`src/rtl/vector_hazard_unit_if.sv`:
```
// ============================================================================
// Module      : vector_hazard_unit_if
// Description : Bundle of pipeline-control signals exchanged between the
//               vector CPU datapath and the hazard unit.
//               slave  : hazard unit side (consumes decode addresses and the
//                        control fields of each downstream pipeline register,
//                        produces load enables, flush, forwarding selects).
//               master : datapath side (the mirror image).
// Ports       : none (signal bundle only; clk/reset stay plain module ports)
// Revision    : 1.0 - initial release
// ============================================================================
`default_nettype none

interface vector_hazard_unit_if;
  // decode stage
  logic [3:0] ra1_d;
  logic [3:0] ra2_d;
  logic       use_ra1_d;
  logic       use_ra2_d;
  // execute stage
  logic [3:0] ra1_e;
  logic [3:0] ra2_e;
  logic       regwrite_e;
  logic       memtoreg_e;
  logic [3:0] wa3_e;
  // memory stage
  logic       regwrite_m;
  logic       memtoreg_m;
  logic       memwrite_m;
  logic [3:0] wa3_m;
  // writeback stage
  logic       regwrite_w;
  logic [3:0] wa3_w;
  // controls back to the pipeline registers
  logic       cargar_f;
  logic       cargar_d;
  logic       cargar_e;
  logic       cargar_m;
  logic       cargar_w;
  logic       flush_e;
  logic [1:0] fwd_a_e;
  logic [1:0] fwd_b_e;
  logic       mem_busy;

  modport slave (
    input  ra1_d, ra2_d, use_ra1_d, use_ra2_d,
    input  ra1_e, ra2_e, regwrite_e, memtoreg_e, wa3_e,
    input  regwrite_m, memtoreg_m, memwrite_m, wa3_m,
    input  regwrite_w, wa3_w,
    output cargar_f, cargar_d, cargar_e, cargar_m, cargar_w,
    output flush_e, fwd_a_e, fwd_b_e, mem_busy
  );

  modport master (
    output ra1_d, ra2_d, use_ra1_d, use_ra2_d,
    output ra1_e, ra2_e, regwrite_e, memtoreg_e, wa3_e,
    output regwrite_m, memtoreg_m, memwrite_m, wa3_m,
    output regwrite_w, wa3_w,
    input  cargar_f, cargar_d, cargar_e, cargar_m, cargar_w,
    input  flush_e, fwd_a_e, fwd_b_e, mem_busy
  );
endinterface : vector_hazard_unit_if

`default_nettype wire

```
`src/rtl/vector_hazard_unit.sv`:
```
// ============================================================================
// Module      : vector_hazard_unit
// Description : Pipeline control for the 16-lane vector CPU. Detects
//               load-use hazards between decode and execute (one bubble),
//               freezes the whole pipeline while a multi-cycle vector memory
//               access sits in the memory stage, and selects execute-stage
//               operand forwarding sources.
// Parameters  : LOAD_LAT - cycles a vector memory access occupies the memory
//                          stage (1..15).
// Ports       : clk   - clock
//               reset - synchronous, active-high reset
//               hz    - vector_hazard_unit_if.slave control bundle
//                       (decode/execute/memory/writeback fields in;
//                        cargar_*, flush_e, fwd_a_e, fwd_b_e, mem_busy out)
// Revision    : 1.0 - initial release
// ============================================================================
`default_nettype none

module vector_hazard_unit #(
  parameter int LOAD_LAT = 4
) (
  input  logic                  clk,
  input  logic                  reset,
  vector_hazard_unit_if.slave   hz
);

  localparam logic [0:0] ST_RUN  = 1'b0;
  localparam logic [0:0] ST_WAIT = 1'b1;

  // WAIT is entered after the first busy cycle, so the counter covers the
  // remaining LOAD_LAT-1 cycles of the access.
  localparam logic [3:0] CNT_LOAD = 4'(LOAD_LAT - 1);

  localparam logic [1:0] FWD_RF = 2'b00;
  localparam logic [1:0] FWD_M  = 2'b10;
  localparam logic [1:0] FWD_W  = 2'b01;

  logic [0:0] state;
  logic [0:0] state_next;
  logic [3:0] cnt;
  logic [3:0] cnt_next;

  logic multi_cycle;
  logic mem_m;
  logic freeze;
  logic lu_hazard;

  // Single-cycle memory accesses never need to hold the pipeline.
  generate
    if (LOAD_LAT > 1) begin : g_multi
      assign multi_cycle = 1'b1;
    end else begin : g_single
      assign multi_cycle = 1'b0;
    end
  endgenerate

  assign mem_m  = hz.memtoreg_m | hz.memwrite_m;

  assign freeze = ((state == ST_RUN)  & mem_m & multi_cycle) |
                  ((state == ST_WAIT) & (cnt > 4'd1));

  // Register 0 is an ordinary vector register here, so no zero check.
  assign lu_hazard = hz.regwrite_e & hz.memtoreg_e &
                     ((hz.use_ra1_d & (hz.ra1_d == hz.wa3_e)) |
                      (hz.use_ra2_d & (hz.ra2_d == hz.wa3_e)));

  // --------------------------------------------------------------------------
  // State register
  // --------------------------------------------------------------------------
  always_ff @(posedge clk) begin
    if (reset) begin
      state <= ST_RUN;
      cnt   <= 4'd0;
    end else begin
      state <= state_next;
      cnt   <= cnt_next;
    end
  end

  // --------------------------------------------------------------------------
  // Next-state logic
  // --------------------------------------------------------------------------
  always_comb begin
    state_next = state;
    cnt_next   = cnt;
    case (state)
      ST_RUN: begin
        if (freeze) begin
          state_next = ST_WAIT;
          cnt_next   = CNT_LOAD;
        end
      end
      ST_WAIT: begin
        cnt_next = (cnt == 4'd0) ? 4'd0 : cnt - 4'd1;
        // At cnt==1 the last access cycle is running unfrozen; the next op
        // may enter the memory stage right behind it.
        if (cnt <= 4'd1) begin
          state_next = ST_RUN;
        end
      end
      default: begin
        state_next = ST_RUN;
        cnt_next   = 4'd0;
      end
    endcase
  end

  // --------------------------------------------------------------------------
  // Output logic
  // --------------------------------------------------------------------------
  function automatic logic [1:0] fwd_sel(
    input logic [3:0] ra,
    input logic       rw_m,
    input logic [3:0] wa_m,
    input logic       rw_w,
    input logic [3:0] wa_w
  );
    logic [1:0] sel;
    sel = FWD_RF;
    if (rw_m && (wa_m == ra)) begin
      sel = FWD_M;
    end else if (rw_w && (wa_w == ra)) begin
      sel = FWD_W;
    end
    return sel;
  endfunction

  always_comb begin
    hz.cargar_f = 1'b1;
    hz.cargar_d = 1'b1;
    hz.cargar_e = 1'b1;
    hz.cargar_m = 1'b1;
    hz.cargar_w = 1'b1;
    hz.flush_e  = 1'b0;
    hz.mem_busy = 1'b0;
    hz.fwd_a_e  = FWD_RF;
    hz.fwd_b_e  = FWD_RF;

    if (reset) begin
      // Loads everywhere with execute cleared so the pipeline comes up empty.
      hz.flush_e = 1'b1;
    end else begin
      // Forwarding stays live during a freeze so the held execute operands
      // remain correct.
      hz.fwd_a_e = fwd_sel(hz.ra1_e, hz.regwrite_m, hz.wa3_m,
                           hz.regwrite_w, hz.wa3_w);
      hz.fwd_b_e = fwd_sel(hz.ra2_e, hz.regwrite_m, hz.wa3_m,
                           hz.regwrite_w, hz.wa3_w);
      if (freeze) begin
        hz.cargar_f = 1'b0;
        hz.cargar_d = 1'b0;
        hz.cargar_e = 1'b0;
        hz.cargar_m = 1'b0;
        hz.cargar_w = 1'b0;
        hz.mem_busy = 1'b1;
      end else if (lu_hazard) begin
        hz.cargar_f = 1'b0;
        hz.cargar_d = 1'b0;
        hz.flush_e  = 1'b1;
      end
    end
  end

endmodule : vector_hazard_unit

`default_nettype wire

```
`src/flat_wrapper.sv`:
```
// flat-port wrapper written by rule: the top's interface ports become plain ports
module vector_hazard_unit_flat 
#(
  parameter int LOAD_LAT = 4
)
  (clk, reset, hz_ra1_d, hz_ra2_d, hz_use_ra1_d, hz_use_ra2_d, hz_ra1_e, hz_ra2_e, hz_regwrite_e, hz_memtoreg_e, hz_wa3_e, hz_regwrite_m, hz_memtoreg_m, hz_memwrite_m, hz_wa3_m, hz_regwrite_w, hz_wa3_w, hz_cargar_f, hz_cargar_d, hz_cargar_e, hz_cargar_m, hz_cargar_w, hz_flush_e, hz_fwd_a_e, hz_fwd_b_e, hz_mem_busy);
  vector_hazard_unit_if hz_i ();
  input  logic clk;
  input  logic reset;
  input wire logic [$bits(hz_i.ra1_d)-1:0] hz_ra1_d;
  input wire logic [$bits(hz_i.ra2_d)-1:0] hz_ra2_d;
  input wire logic [$bits(hz_i.use_ra1_d)-1:0] hz_use_ra1_d;
  input wire logic [$bits(hz_i.use_ra2_d)-1:0] hz_use_ra2_d;
  input wire logic [$bits(hz_i.ra1_e)-1:0] hz_ra1_e;
  input wire logic [$bits(hz_i.ra2_e)-1:0] hz_ra2_e;
  input wire logic [$bits(hz_i.regwrite_e)-1:0] hz_regwrite_e;
  input wire logic [$bits(hz_i.memtoreg_e)-1:0] hz_memtoreg_e;
  input wire logic [$bits(hz_i.wa3_e)-1:0] hz_wa3_e;
  input wire logic [$bits(hz_i.regwrite_m)-1:0] hz_regwrite_m;
  input wire logic [$bits(hz_i.memtoreg_m)-1:0] hz_memtoreg_m;
  input wire logic [$bits(hz_i.memwrite_m)-1:0] hz_memwrite_m;
  input wire logic [$bits(hz_i.wa3_m)-1:0] hz_wa3_m;
  input wire logic [$bits(hz_i.regwrite_w)-1:0] hz_regwrite_w;
  input wire logic [$bits(hz_i.wa3_w)-1:0] hz_wa3_w;
  output wire logic [$bits(hz_i.cargar_f)-1:0] hz_cargar_f;
  output wire logic [$bits(hz_i.cargar_d)-1:0] hz_cargar_d;
  output wire logic [$bits(hz_i.cargar_e)-1:0] hz_cargar_e;
  output wire logic [$bits(hz_i.cargar_m)-1:0] hz_cargar_m;
  output wire logic [$bits(hz_i.cargar_w)-1:0] hz_cargar_w;
  output wire logic [$bits(hz_i.flush_e)-1:0] hz_flush_e;
  output wire logic [$bits(hz_i.fwd_a_e)-1:0] hz_fwd_a_e;
  output wire logic [$bits(hz_i.fwd_b_e)-1:0] hz_fwd_b_e;
  output wire logic [$bits(hz_i.mem_busy)-1:0] hz_mem_busy;
  assign hz_i.ra1_d = hz_ra1_d;
  assign hz_i.ra2_d = hz_ra2_d;
  assign hz_i.use_ra1_d = hz_use_ra1_d;
  assign hz_i.use_ra2_d = hz_use_ra2_d;
  assign hz_i.ra1_e = hz_ra1_e;
  assign hz_i.ra2_e = hz_ra2_e;
  assign hz_i.regwrite_e = hz_regwrite_e;
  assign hz_i.memtoreg_e = hz_memtoreg_e;
  assign hz_i.wa3_e = hz_wa3_e;
  assign hz_i.regwrite_m = hz_regwrite_m;
  assign hz_i.memtoreg_m = hz_memtoreg_m;
  assign hz_i.memwrite_m = hz_memwrite_m;
  assign hz_i.wa3_m = hz_wa3_m;
  assign hz_i.regwrite_w = hz_regwrite_w;
  assign hz_i.wa3_w = hz_wa3_w;
  assign hz_cargar_f = hz_i.cargar_f;
  assign hz_cargar_d = hz_i.cargar_d;
  assign hz_cargar_e = hz_i.cargar_e;
  assign hz_cargar_m = hz_i.cargar_m;
  assign hz_cargar_w = hz_i.cargar_w;
  assign hz_flush_e = hz_i.flush_e;
  assign hz_fwd_a_e = hz_i.fwd_a_e;
  assign hz_fwd_b_e = hz_i.fwd_b_e;
  assign hz_mem_busy = hz_i.mem_busy;
  vector_hazard_unit #(.LOAD_LAT(LOAD_LAT)) u_core (.clk(clk), .reset(reset), .hz(hz_i));
endmodule
```
`config.mk`:
```
export PLATFORM = sky130hd
export DESIGN_NAME = vector_hazard_unit_flat
export DESIGN_NICKNAME = d
export VERILOG_FILES = /design/src/rtl/vector_hazard_unit_if.sv /design/src/rtl/vector_hazard_unit.sv /design/src/flat_wrapper.sv
export SDC_FILE = /design/constraint.sdc
export NUM_CORES = 1
export LEC_CHECK = 0
export ABC_AREA = 1
export BUFFER_PORTS_ARGS = -buffer_cell sky130_fd_sc_hd__buf_2
export CAP_MARGIN = 10
export CELL_PAD_IN_SITES_DETAIL_PLACEMENT = 2
export CELL_PAD_IN_SITES_GLOBAL_PLACEMENT = 2
export CORE_UTILIZATION = 17
export DETAILED_ROUTE_END_ITERATION = 6
export GPL_TIMING_DRIVEN = 0
export PLACE_DENSITY = 0.74
export SLEW_MARGIN = 20
export SYNTH_ARGS = -nofsm -noshare
export SYNTH_HDL_FRONTEND = slang
export SYNTH_SLANG_ARGS = --single-unit
```
`constraint.sdc`:
```
create_clock -name clk -period 1.2 [get_ports clk]
set_input_delay 0.06 -clock clk [delete_from_list [all_inputs] [get_ports clk]]
set_output_delay 0.06 -clock clk [all_outputs]
set_load 0.05 [all_outputs]
```
==> impl_metrics.ini <==
[cts]
cts_htree_levels = 1
clk_pin_slew_ns = 0.04
clock-sinks = 5
clock_latency_ns = 0.22
postCtsHoldBufs = 0
cts_made_buffers = 3
cts_buffer_depth = 2
cts_root_buf = clkbuf_8
cts_tree = built

[cells_and_area]
fin_nets = 228
filler_cell_count = 483
final_core_util = 0.3185
fin_area_um2 = 1192
final-instance-count-excl-fill = 237
area_growth_syn_to_layout_pct = 75.18
antenna_cells = 0
drive_gt1_frac = 0.4127

[routing]
num_vias = 1017
via_per_inst = 4.291
firstDrtPassIters = 3
wl_um = 2962
dr.first_iter.drc_count = 7
wl_per_cell_um = 12.50
drc_errors = 0
ant_nets = 0

[setup_path]
crit_top_cell = nor2_4
worstPathRequired_ns = 1.14
crit_path_max_fanout = 4
path_buf_inv = 4
worst_path_max_delay_cell = dfxtp_4
startpoint_type = flip-flop
cpPeakStageDelay_ns = 0.36
critical-path-top-delay-family = buffers and inverters
worst_setup_path_end_kind = primary output
crit_arrival_ns = 1.28
path_class = flip-flop to primary output
crit_chain = inv_4 > nor2_4 > nand3_2 > nand2_2 > nor2_4 > inv_2 > buf_6 > buf_8

[hold_path]
hp-class = input port to flip-flop

[power_and_ir_drop]
p_int_mw = 0.6193
ir_worst_vdd_mv = 0.2064
power.density_nw_per_um2 = 843.3
pwr-share-clk = 0.318
p_sw_mw = 0.3862
switching_share = 0.3841
seqPwrFrac = 0.198
p_comb_frac = 0.484
fin_total_pwr_mw = 1.006
p_leak_nw = 0.6749

[place]
preCtsSetupSlack_ns = -0.2254
place_area_um2 = 999.7
gp_congestion = 0.8499
portBuffers = 48
hpwl_um = 2411
dp_cells = 225

[sta]
period_share = 1.120
slew_viol_final = 0
hold_viol_final = 0
tightest_slew_ns = 0.3499
grt_setup_unrepaired = yes
setup_viol = 8
period_minus_slack_ns = 1.344
finalSetupTns_ns = -0.8982
setup_ws_ns = -0.1439
relSlewSlack = 0.7637
max_freq_ghz = 0.7441
fin_skew_ns = 0.001619
whs_ns = 0.09778

[flow_run]
cap_viol_max_count = 0

[global_routing]
grt_usage = 0.1431
grt_pass1_vias = 1133
grt_overflow = 0
antenna_found_initial = 0
grt_max_degree = 7
grt_pass1_wl_um = 4692

[outcome]
outcome = finished, violations left
violations = negative setup slack

[logic_synthesis]
synthTopCellsByArea = nand2_1 18%, dfxtp_1 15%, inv_1 14%, nor2_1 12%, xnor2_1 6.4%
synth_edf_count = 0
synthCells = 129
post-synth-top-area-cell = nand2_1
synth_nets = 167
synth.most_common_cell = nand2_1
yosysWarningCount = 0
yosysUniqueCellTypes = 21
netlist_top_cells_count = 33 x nand2_1, 26 x inv_1, 22 x nor2_1
avgSynthCellArea_um2 = 5.276
yosys_register_bits = 5
synth_top_area_frac = 0.1820
synth_flop_cell = dfxtp_1
yosysSeqAreaShare = 0.1471
synth.cell_area_um2 = 680.7
synthArstFlopShare = 0

[die]
die_x_um = 65.28
die_height_um = 65.28
start_util = 0.1818
die_area_um2 = 4261
io_pins = 49
row_count = 22
design.core.area_um2 = 3744
-- cell type report --
cell class                      count  area (um^2)  share of cell area
Buffer                              3        33.78             0.02833
Sequential cell                     5        106.4             0.08919
Clock buffer                        4        45.04             0.03778
Timing Repair Buffer               56        351.6              0.2949
Tap cell                           48        60.06             0.05037
Inverter                           28        107.6             0.09024
Multi-Input combinational cell     93        488.0              0.4092
-- timing repair --
action,4_1_cts,5_1_grt
resized for setup,27,4
setup buffers,4,4
pin swaps,4,3
setup endpoints to repair,7,8
-- path summary, 6_finish.rpt --
check,start,to,slack [ns],cells after the start
setup / recovery,u_core.state$_SDFF_PP0_,hz_cargar_m,-0.14,8
hold / removal,reset,u_core.cnt[3]$_SDFFE_PP0P_,0.1,2
setup reg to reg,u_core.state$_SDFF_PP0_,u_core.cnt[2]$_SDFFE_PP0P_,-0.06,6
hold reg to reg,u_core.cnt[3]$_SDFFE_PP0P_,u_core.cnt[3]$_SDFFE_PP0P_,0.50,2
-- metal layers --
metal	vias to the layer above	routed length, um	global-route usage
met3	2	153	0.01910
met5	-	0	0
met2	36	1666	0.3067
met1	467	1123	0.1351
li1	512	-	-
met4	0	18	0.04076
-- placed cells by master, fill, tap and decap left out, drive strengths merged, types with 4 or more instances in the layout --
| cell type | n |
|---|---|
| buf | 59 |
| nand2 | 33 |
| inv | 28 |
| nor2 | 22 |
| nand3 | 8 |
| o21ai | 7 |
| xnor2 | 5 |
| dfxtp | 5 |
| clkbuf | 4 |
-- registers in the layout (all words and copies together), names as in the netlist --
signal,flops
u_core.cnt,4
u_core.state,1
-- power groups by stage --
stage               sequential (mW)  combinational, mW  clock [mW]
finish                        0.199              0.486       0.320
detailed placement            0.195              0.399           0
global placement              0.193              0.378           0
floorplan                     0.191              0.252           0
CTS                           0.197              0.465       0.325
global route                  0.200              0.531       0.334
-- kinds of logic (layout without fill, tap and decap cells) --
family	Yosys count	after routing	synth area share
XOR/XNOR	7	7	0.09008
AO/OA/AOI/OAI	16	16	0.1379
buffers and inverters	31	91	0.1875
AND/OR/NAND/NOR	70	70	0.4375
flip-flops	5	5	0.1471
Power figures use the tool's default switching activity.
